$ cat src/rtl/uart_tx_serializer.sv
`default_nettype none
// ============================================================================
// Module      : uart_tx_serializer
// Description : UART transmit serializer. Accepts one word per valid/ready
//               handshake and shifts it out as start bit, DATA_BITS data bits
//               LSB-first, optional parity bit and STOP_BITS stop bits, with
//               every bit boundary aligned to the external baud_tick pulse.
// Revision    : 1.0 - initial release
// ============================================================================
module uart_tx_serializer #(
  parameter int DATA_BITS  = 8,
  parameter int STOP_BITS  = 1,
  parameter int PARITY_EN  = 0,
  parameter int PARITY_ODD = 0
) (
  input  logic                 clk,
  input  logic                 rst_n,
  input  logic                 baud_tick,
  input  logic [DATA_BITS-1:0] tx_data,
  input  logic                 tx_valid,
  output logic                 tx_ready,
  output logic                 tx,
  output logic                 busy,
  output logic                 tx_done
);

  localparam int                 CNT_W    = $clog2(DATA_BITS);
  localparam logic [CNT_W-1:0]   LAST_BIT = CNT_W'(DATA_BITS - 1);
  localparam logic               HAS_PAR  = (PARITY_EN != 0);
  localparam logic               ODD_PAR  = (PARITY_ODD != 0);
  localparam logic               TWO_STOP = (STOP_BITS == 2);

  typedef enum logic [2:0] {
    ST_IDLE   = 3'd0,
    ST_SYNC   = 3'd1,
    ST_START  = 3'd2,
    ST_DATA   = 3'd3,
    ST_PARITY = 3'd4,
    ST_STOP   = 3'd5
  } state_t;

  state_t               state;
  logic [DATA_BITS-1:0] shreg;
  logic [CNT_W-1:0]     bit_cnt;
  logic                 stop_cnt;
  logic                 parity_bit;
  logic                 accept;

  // Ready only while idle, so a word offered in the tx_done cycle is taken.
  assign tx_ready = (state == ST_IDLE);
  assign accept   = tx_valid && tx_ready;

  // Frame sequencer: every state exit past IDLE is gated by baud_tick so each
  // bit, including start, lasts exactly one tick interval.
  always_ff @(posedge clk or negedge rst_n) begin
    if (!rst_n) begin
      state      <= ST_IDLE;
      shreg      <= '0;
      bit_cnt    <= '0;
      stop_cnt   <= 1'b0;
      parity_bit <= 1'b0;
      tx         <= 1'b1;
      busy       <= 1'b0;
      tx_done    <= 1'b0;
    end else begin
      tx_done <= 1'b0;
      case (state)
        ST_IDLE: begin
          tx <= 1'b1;
          // A tick coincident with acceptance is deliberately not used here;
          // SYNC waits for the next one to align the start bit to the grid.
          if (accept) begin
            shreg      <= tx_data;
            parity_bit <= (^tx_data) ^ ODD_PAR;
            busy       <= 1'b1;
            state      <= ST_SYNC;
          end
        end
        ST_SYNC: begin
          if (baud_tick) begin
            tx    <= 1'b0;
            state <= ST_START;
          end
        end
        ST_START: begin
          if (baud_tick) begin
            tx      <= shreg[0];
            bit_cnt <= '0;
            state   <= ST_DATA;
          end
        end
        ST_DATA: begin
          if (baud_tick) begin
            if (bit_cnt != LAST_BIT) begin
              shreg   <= shreg >> 1;
              tx      <= shreg[1];
              bit_cnt <= bit_cnt + CNT_W'(1);
            end else if (HAS_PAR) begin
              tx    <= parity_bit;
              state <= ST_PARITY;
            end else begin
              tx       <= 1'b1;
              stop_cnt <= 1'b0;
              state    <= ST_STOP;
            end
          end
        end
        ST_PARITY: begin
          if (baud_tick) begin
            tx       <= 1'b1;
            stop_cnt <= 1'b0;
            state    <= ST_STOP;
          end
        end
        ST_STOP: begin
          tx <= 1'b1;
          if (baud_tick) begin
            if (TWO_STOP && !stop_cnt) begin
              stop_cnt <= 1'b1;
            end else begin
              state   <= ST_IDLE;
              busy    <= 1'b0;
              tx_done <= 1'b1;
            end
          end
        end
        default: begin
          state <= ST_IDLE;
          tx    <= 1'b1;
          busy  <= 1'b0;
        end
      endcase
    end
  end

endmodule
`default_nettype wire

$ cat config.mk
export PLATFORM = sky130hd
export DESIGN_NAME = uart_tx_serializer
export DESIGN_NICKNAME = d
export VERILOG_FILES = /design/src/rtl/uart_tx_serializer.sv
export SDC_FILE = /design/constraint.sdc
export NUM_CORES = 1
export LEC_CHECK = 0
export ABC_AREA = 1
export BUFFER_PORTS_ARGS = -buffer_cell sky130_fd_sc_hd__clkbuf_2
export CORE_MARGIN = 5
export CORE_UTILIZATION = 45
export CTS_BUF_LIST = sky130_fd_sc_hd__clkbuf_8 sky130_fd_sc_hd__clkbuf_16
export DETAILED_ROUTE_END_ITERATION = 12
export PLACE_DENSITY = 0.64
export SLEW_MARGIN = 0
export SYNTH_ARGS = -nofsm -noshare
export SYNTH_HDL_FRONTEND = slang
export SYNTH_SLANG_ARGS = --single-unit
$ cat constraint.sdc
create_clock -name clk -period 3 [get_ports clk]
set_input_delay 0.15 -clock clk [delete_from_list [all_inputs] [get_ports clk]]
set_output_delay 0.15 -clock clk [all_outputs]
set_load 0.1 [all_outputs]
==> results of run 1 <==
[final timing paths]
path | from | to | slack [ps] | cells after the start
setup reg to reg | state[0]$_DFFE_PN0P_ | shreg[3]$_DFFE_PN0P_ | 1240 | 8
setup / recovery | state[0]$_DFFE_PN0P_ | tx_ready | 1210 | 4
hold / removal | tx_data[7] | shreg[7]$_DFFE_PN0P_ | 200 | 4
min in group asynchronous | rst_n | state[2]$_DFFE_PN0P_ | 370 | 2
hold reg to reg | shreg[6]$_DFFE_PN0P_ | shreg[6]$_DFFE_PN0P_ | 470 | 2
max in group asynchronous | rst_n | tx$_DFFE_PN1P_ | 2300 | 2
[cells by family (layout without fill, tap and decap cells)]
family,Yosys count,after routing
compound gates,10,10
fa+ha+maj,3,3
buf+inv,14,32
flops,17,17
simple gates,88,88
[layout by cell type (no fill, tap or decap), drive strengths merged]
master,n
a211oi,1
a21oi,1
clkbuf,18
clkinv,1
dfrtp,16
dfstp,1
dlygate4sd3,1
ha,3
inv,12
nand2,61
nand3,14
nand3b,2
nand4,3
nor2,8
o21ai,8
[worst reg2reg max path: stages (launching register included)]
cell and delay, ps:
dfrtp_1 550, nand2_4 80, nor2_1 530, nand2_1 100, nand2_1 110, inv_2 90, nand2_4 120, nand2_1 60
nand2_1 50
[registers in the layout, summed over array words and instances, names as in the netlist]
register and count:
shreg 8, bit_cnt 3, state 3, busy 1, tx 1, tx_done 1
[layout make-up]
cell class,instances,area share
inverters,12,0.0401
flip-flops and latches,17,0.369
repair buffers,16,0.0737
well taps,28,0.0303
clock buffers,3,0.0358
clock inverters,1,0.00325
multi-input cells,101,0.447
[routing by layer]
layer  track usage  share of wire  up-vias
met2         0.210           0.45       23
li1              -              -      456
met3        0.0294          0.061        2
met5             0              0        -
met4        0.0298         0.0051        0
met1         0.197           0.48      401
[power groups by stage]
stage / registers [mW] / clock network (mW) / logic [mW]
3_3_place_gp: 0.427 / 0 / 0.739
4_1_cts: 0.425 / 0.171 / 0.748
2_1_floorplan: 0.509 / 0 / 0.544
5_1_grt: 0.442 / 0.182 / 0.839
6_report: 0.425 / 0.167 / 0.738
3_5_place_dp: 0.428 / 0 / 0.745
==> results.yml, run 1 <==
timing:
  relSlewSlack: 0.542
  min_period_over_period: 0.598
  final.min_clock_period_ps: 1790
  maxSlewViolCount: 0
  whs_ps: 198
  setup_violations: 0
  hold_viol_final: 0
  skew_ps: 1.33
  fin_ws_ps: 1210
  tightest_slew_ps: 685
  clock.fmax_ghz: 0.558
  fin_setup_tns_ps: 0
  rsz0062_at_grt: "false"
grt:
  grt_pass1_wl_um: 3620
  grt_usage: 0.137
  overflow: 0
  grt_max_degree: 18
  antenna_found_initial: 0
  grt_pass1_vias: 822
logic_synthesis:
  synth_cells: 132
  yosys.area_share.simple: 0.400
  synth_top_area_cell: "dfrtp_1"
  synth_common_cells: "nand2_1 (56), dfrtp_1 (16), nand3_1 (13)"
  ys.flop_type: "dfrtp_1"
  syn_area_mm2: 0.00101
  yosysMostFrequentCell: "nand2_1"
  synth-adder-area-share: 0.0372
  async_reset_ff_frac: 1.00
  synthMuxAreaShare: 0
  ys_top_cells_by_area: "dfrtp_1 (40%), nand2_1 (21%), nand3_1 (6.5%)"
  ys_warn_count: 0
  synth_nets: 147
  synth_top_family_by_area: "simple AND/OR/NAND/NOR gates"
  synth-seq-cells: 17
  avgSynthCellArea_um2: 7.64
  synth-compound-area-share: 0.0757
  synth_cell_type_count: 21
  synth.top_cell.area_share: 0.397
  synthXorXnorAreaFrac: 0
  synth_edf_count: 0
  yosysSeqAreaShare: 0.423
cts:
  cts_max_level: 1
  holdBufCountCts: 1
  clock-sinks: 17
  cts_root_buf: "clkbuf_8"
  cts_tree: "yes"
  clk_transition_reported_paths_ps: 70
  postCtsResizedCells: 0
  post-cts-setup-buffers: 0
  clk_path_buf_depth: 2
  clk_latency_ps: 250
  cts_buffers: 3
critical_path:
  crit_type: "flop to primary output"
  required_ps: 2850
  path_buf_inv: 2
  arrival_ps: 1640
  path_max_fanout: 8
  worst_path_dominant_cell_family: "buffers and inverters"
  start_kind: "flop"
  cp-end-kind: "primary output"
  crit_chain: "nor2_1 > nand2_2 > inv_1 > clkbuf_2"
  max_stage_delay_ps: 500
  slowest_stage: "dfrtp_1"
placement:
  dp_hpwl_um: 1500
  placed_area_mm2: 0.00110
  place_congestion: 0.783
  pre_cts_slack_ps: 1240
  numPortBuffers: 15
  dp_cells: 173
cells_and_area:
  fin_nets: 166
  fillers: 229
  layout-drive-gt1-share: 0.200
  final_area_mm2: 0.00115
  seq_area_um2: 427
  insertedDiodeCount: 0
  final_util: 0.532
  area_growth_pct: 14.5
  fin_cells: 178
  multi_input_area_um2: 517
die:
  initial_core_util: 0.465
  boundaryPins: 16
  die-area_mm2: 0.00329
  fp.coreArea_mm2: 0.00217
  rows: 17
  die_w_um: 57.3
  die_h_um: 57.3
drt:
  drc: 0
  viasPerCell: 4.96
  vias: 882
  drt_iter0_markers: 13
  routed_wirelength_um: 1970
  ant_nets: 0
  dr.pass1.iters: 4
  wl_per_cell_um: 11.1
pwr:
  power.share.sequential: 0.319
  leakagePower_nw: 0.655
  p_int_mw: 0.631
  vdd_drop_max_mv: 0.523
  p_per_area_mw_per_mm2: 1150
  switching_share: 0.526
  power.switching_mw: 0.699
  total_power_mw: 1.33
  combPwrFrac: 0.555
  clkPwrFrac: 0.126
flow_run:
  drv_cap: 0
status:
  status: "completed"
worst_hold_path:
  hold_class: "primary input to flop"
Power figures use the tool's default switching activity.
==> run 2: changes to the inputs <==
--- a/config.mk
+++ b/config.mk
@@ -11,7 +11,7 @@
 export CORE_UTILIZATION = 45
 export CTS_BUF_LIST = sky130_fd_sc_hd__clkbuf_8 sky130_fd_sc_hd__clkbuf_16
 export DETAILED_ROUTE_END_ITERATION = 12
-export PLACE_DENSITY = 0.64
+export PLACE_DENSITY = 0.66
 export SLEW_MARGIN = 0
 export SYNTH_ARGS = -nofsm -noshare
 export SYNTH_HDL_FRONTEND = slang
==> constraint.sdc (replaced) <==
create_clock -name clk -period 1.4 [get_ports clk]
set_input_delay 0.07 -clock clk [delete_from_list [all_inputs] [get_ports clk]]
set_output_delay 0.07 -clock clk [all_outputs]
set_load 0.1 [all_outputs]
==> run 2 against run 1 <==
Critical path depth rose by 1. Wire length grew 6.9%. Die area unchanged. Utilization rose by 6.3 points. Sequential share of layout area decreased by 3.7 points. Count of clock-buffer cells in the layout did not move. Worst hold slack got worse by 64 ps.
==> results.yml, run 2 (synthesized netlist as in run 1, its figures left out) <==
timing:
  min_period_over_period: 0.963
  final.min_clock_period_ps: 1350
  setup_violations: 0
  maxSlewViolCount: 0
  clock.fmax_ghz: 0.741
  fin_setup_tns_ps: 0
  tightest_slew_ps: 538
  fin_ws_ps: 51.2
  relSlewSlack: 0.643
  hold_viol_final: 0
  rsz0062_at_grt: "true"
  skew_ps: 3.44
flow_run:
  drv_cap: 0
cells_and_area:
  final_util: 0.595
  largest_register: "shreg"
  area_growth_pct: 28.0
  final_area_mm2: 0.00129
  layout-drive-gt1-share: 0.306
  fillers: 200
  largest_reg_flops: 8
  insertedDiodeCount: 0
  layout_commonest_cell: "nand2_1"
  final_cell_mix: "nand2_1 (55), dfrtp_1 (14), nand3_1 (13), clkbuf_2 (13), inv_1 (8)"
  reg_top3: "shreg (8), bit_cnt (3), state (3)"
  fin_nets: 173
cts:
  clk_transition_reported_paths_ps: 70
  cts_buffers: 3
  clk_path_buf_depth: 2
  clock-sinks: 17
  cts_max_level: 1
  clk_latency_ps: 250
  cts_tree: "yes"
  cts_root_buf: "clkbuf_8"
pwr:
  total_power_mw: 3.26
  combPwrFrac: 0.599
  leakagePower_nw: 0.683
  p_per_area_mw_per_mm2: 2520
  power.switching_mw: 1.64
  p_int_mw: 1.62
  clkPwrFrac: 0.112
  switching_share: 0.504
  vdd_drop_max_mv: 1.32
  power.share.sequential: 0.289
die:
  die_h_um: 57.3
  fp.coreArea_mm2: 0.00217
  boundaryPins: 16
  rows: 17
  initial_core_util: 0.465
  die-area_mm2: 0.00329
  die_w_um: 57.3
placement:
  placed_area_mm2: 0.00117
  pre_cts_slack_ps: -38.1
  dp_hpwl_um: 1590
  place_congestion: 0.777
  numPortBuffers: 15
grt:
  overflow: 0
  antenna_found_initial: 0
  grt_usage: 0.145
  grt_pass1_vias: 836
  grt_max_degree: 18
  grt_pass1_wl_um: 3640
drt:
  drc: 0
  drt_iter0_markers: 11
  dr.pass1.iters: 4
  wl_per_cell_um: 11.4
  routed_wirelength_um: 2110
  vias: 891
  viasPerCell: 4.82
  ant_nets: 0
worst_hold_path:
  hold_class: "primary input to flop"
  hold_path_end: "shreg[7]$_DFFE_PN0P_"
  min_from: "tx_data[7]"
  min_path_cells: 4
critical_path:
  path_max_fanout: 6
  required_ps: 1560
  ff2ff_setup_slack_ps: 50
  crit_type: "flop to flop"
  cp-end-kind: "flop"
  arrival_ps: 1510
  rr_startpoint: "bit_cnt[0]$_DFFE_PN0P_"
  regToRegEndpoint: "bit_cnt[2]$_DFFE_PN0P_"
  start_kind: "flop"
  r2r_cells: 5
status:
  status: "completed"
run 2: cell types whose count changed in the layout (fill, tap and decap cells not counted), moves of 3 or more:
| cell | change |
|---|---|
| ha_4 | +3 |
| inv_1 | -3 |
| ha_1 | -3 |
| buf_4 | +7 |
run 2: how the worst max path moves through the flow:
stage / startpoint / end / slack, ps / depth (start not counted)
floorplan: state[0]$_DFFE_PN0P_ / busy$_DFFE_PN0P_ / -90 / 7
global placement: bit_cnt[0]$_DFFE_PN0P_ / shreg[3]$_DFFE_PN0P_ / 20 / 6
detailed placement: bit_cnt[0]$_DFFE_PN0P_ / bit_cnt[2]$_DFFE_PN0P_ / -40 / 5
CTS: bit_cnt[0]$_DFFE_PN0P_ / shreg[7]$_DFFE_PN0P_ / 4 / 6
global route: bit_cnt[0]$_DFFE_PN0P_ / shreg[7]$_DFFE_PN0P_ / -30 / 6
finish: bit_cnt[0]$_DFFE_PN0P_ / bit_cnt[2]$_DFFE_PN0P_ / 50 / 5
run 2: routing by layer:
layer  share of wire  routed length (µm)  track usage
met4           0.019                  41       0.0695
met2            0.47                 982        0.227
met5               0                   0            0
met3           0.051                 108       0.0407
met1            0.46                 977        0.182
run 2: what timing repair did:
item                                    in CTS  in global routing
endpoints found under the hold margin       16                  0
resized for setup                            2                  8
endpoints found under the setup margin       8                 16
hold buffers                                 1                  0
pin swaps                                    2                  4
setup buffers                                0                  2
run 2: through the flow:
step	std cells	hold WS [ps]
global placement	178	27.1
floorplan	132	-226
global route	185	152
finish	185	134
detailed placement	178	31.5
CTS	183	133
run 2: layout make-up:
cell class	count	area, µm²	area share
Sequential cell	17	429	0.332
Clock buffer	3	41.3	0.0320
Multi-Input combinational cell	101	572	0.443
Clock inverter	1	5.00	0.00388
Tap cell	28	35.0	0.0271
Inverter	12	50.0	0.0388
Timing Repair Buffer	23	159	0.123
run 2: critical path, cell delays in order, from the launching register on:
cell,delay (ps)
dfrtp_1,420
ha_4,190
ha_4,160
a211oi_4,290
nand3_1,100
o21ai_0,100
run 2: power groups by stage:
stage	logic (mW)	clock network (mW)	registers (mW)
after floorplan	1.23	0	1.10
after global placement	1.83	0	0.917
after detailed placement	1.86	0	0.922
after CTS	1.90	0.377	0.913
after global routing	2.17	0.413	0.964
final	1.95	0.365	0.942
==> run 3: changes to the inputs <==
--- a/config.mk
+++ b/config.mk
@@ -11,7 +11,7 @@
 export CORE_UTILIZATION = 45
 export CTS_BUF_LIST = sky130_fd_sc_hd__clkbuf_8 sky130_fd_sc_hd__clkbuf_16
 export DETAILED_ROUTE_END_ITERATION = 12
-export PLACE_DENSITY = 0.66
+export PLACE_DENSITY = 0.64
 export SLEW_MARGIN = 0
 export SYNTH_ARGS = -nofsm -noshare
 export SYNTH_HDL_FRONTEND = slang
==> constraint.sdc (replaced) <==
create_clock -name clk -period 1.27 [get_ports clk]
set_input_delay 0.0635 -clock clk [delete_from_list [all_inputs] [get_ports clk]]
set_output_delay 0.0635 -clock clk [all_outputs]
set_load 0.05 [all_outputs]
==> run 3 against run 2 <==
Register-to-register slack worse by 140 ps. Non-clock buffer count grew 12. Count of clock-buffer cells in the layout unchanged. Design area is 7.5% higher. The run now ends with negative setup slack left.
==> results.yml, run 3 (synthesized netlist as in run 1, its figures left out) <==
cts:
  cts_buffers: 3
  clock-sinks: 17
  clk_path_buf_depth: 2
  cts_root_buf: "clkbuf_8"
  cts_max_level: 1
  clk_latency_ps: 250
  clk_transition_reported_paths_ps: 70
  cts_tree: "yes"
drt:
  drt_iter0_markers: 22
  dr.pass1.iters: 4
  routed_wirelength_um: 2270
  wl_per_cell_um: 11.5
  ant_nets: 0
  drc: 0
  vias: 965
  viasPerCell: 4.90
cells_and_area:
  insertedDiodeCount: 0
  largest_reg_flops: 8
  layout_commonest_cell: "nand2_1"
  area_growth_pct: 37.6
  largest_register: "shreg"
  fin_nets: 185
  fin_cells: 197
  final_area_mm2: 0.00139
  final_cell_mix: "nand2_1 (54), dfrtp_1 (15), buf_4 (15), clkbuf_2 (14), nand3_1 (13)"
  fillers: 200
  reg_top3: "shreg (8), bit_cnt (3), state (3)"
  layout-drive-gt1-share: 0.361
grt:
  antenna_found_initial: 0
  grt_usage: 0.143
  grt_pass1_wl_um: 3750
  grt_max_degree: 18
  overflow: 0
  grt_pass1_vias: 888
placement:
  place_congestion: 0.780
  numPortBuffers: 15
  dp_cells: 185
  placed_area_mm2: 0.00120
  dp_hpwl_um: 1600
  pre_cts_slack_ps: -109
timing:
  maxSlewViolCount: 0
  tightest_slew_ps: 429
  whs_ps: 128
  skew_ps: 2.49
  relSlewSlack: 0.714
  setup_violations: 16
  final.min_clock_period_ps: 1360
  clock.fmax_ghz: 0.735
  fin_ws_ps: -91.3
  hold_viol_final: 0
  rsz0062_at_grt: "true"
  min_period_over_period: 1.07
status:
  status: "finished with violations"
  violations: "negative setup slack"
critical_path:
  crit_type: "flop to flop"
  max_stage_delay_ps: 410
  path_buf_inv: 0
  cp-end-kind: "flop"
  path_max_fanout: 6
  ff2ff_setup_slack_ps: -90
  arrival_ps: 1540
  worst_path_dominant_cell_family: "compound AO/OA/AOI/OAI gates"
  crit_top_cell: "ha_4"
  start_kind: "flop"
  crit_chain: "ha_4 > ha_4 > a211oi_4 > nand3_1 > o21ai_1"
  required_ps: 1450
  slowest_stage: "dfrtp_1"
pwr:
  vdd_drop_max_mv: 1.46
  p_per_area_mw_per_mm2: 2620
  leakagePower_nw: 0.742
die:
  rows: 17
  die-area_mm2: 0.00329
  fp.coreArea_mm2: 0.00217
  die_w_um: 57.3
  initial_core_util: 0.465
  boundaryPins: 16
  die_h_um: 57.3
worst_hold_path:
  hold_class: "primary input to flop"
flow_run:
  drv_cap: 0
## run 3: cell type report
type / instances / area [µm²] / area share
clock inverter: 1 / 3.75 / 0.00271
timing repair buffer: 35 / 253 / 0.182
clock buffer: 3 / 41.3 / 0.0298
sequential: 17 / 428 / 0.308
inverter: 12 / 52.6 / 0.0379
multi-input combinational: 101 / 574 / 0.414
tap: 28 / 35.0 / 0.0252
## run 3: report_power, final
part	leakage [nW]	switching, mW	internal [mW]
registers	0.213	0.189	0.809
logic	0.502	1.29	0.951
clock network	0.0269	0.182	0.214
total	0.742	1.67	1.97
## run 3: metal layers
| metal | global-route usage | vias up | part of all wire |
|---|---|---|---|
| li1 | - | 493 | - |
| met1 | 0.184 | 453 | 0.45 |
| met2 | 0.235 | 17 | 0.49 |
| met3 | 0.0317 | 2 | 0.049 |
| met4 | 0.0497 | 0 | 0.0079 |
| met5 | 0 | - | 0 |
## run 3: repair_timing
action / CTS / global route
hold buffers: 1 / 0
hold endpoints to repair: 16 / 0
pin swaps: 3 / 6
gates resized for setup: 8 / 12
endpoints found under the setup margin: 16 / 17
buffers inserted: 6 / 1
## run 3: final timing paths
check,from,to,depth (start not counted)
setup / recovery,bit_cnt[1]$_DFFE_PN0P_,bit_cnt[1]$_DFFE_PN0P_,5
hold / removal,tx_data[7],shreg[7]$_DFFE_PN0P_,4
setup reg to reg,bit_cnt[1]$_DFFE_PN0P_,bit_cnt[1]$_DFFE_PN0P_,5
hold reg to reg,shreg[6]$_DFFE_PN0P_,shreg[6]$_DFFE_PN0P_,2
max in group asynchronous,rst_n,tx$_DFFE_PN1P_,2
min in group asynchronous,rst_n,state[1]$_DFFE_PN0P_,2
## run 3: through the flow
| step | power, mW | util | TNS [ps] |
|---|---|---|---|
| floorplan | 2.33 | - | -17.5 |
| detailed placement | 2.91 | 0.555 | -409 |
| CTS | 3.52 | 0.615 | -827 |
| global route | 3.96 | 0.640 | -1970 |
| finish | 3.64 | 0.640 | -873 |
| global placement | 2.86 | 0.555 | -74.6 |
## run 3: tightest hold or removal path, delay by kind of cell
| kind | cells | cell delay [ps] |
|---|---|---|
| simple gates | 3 | 190 |
| buf+inv | 1 | 80 |
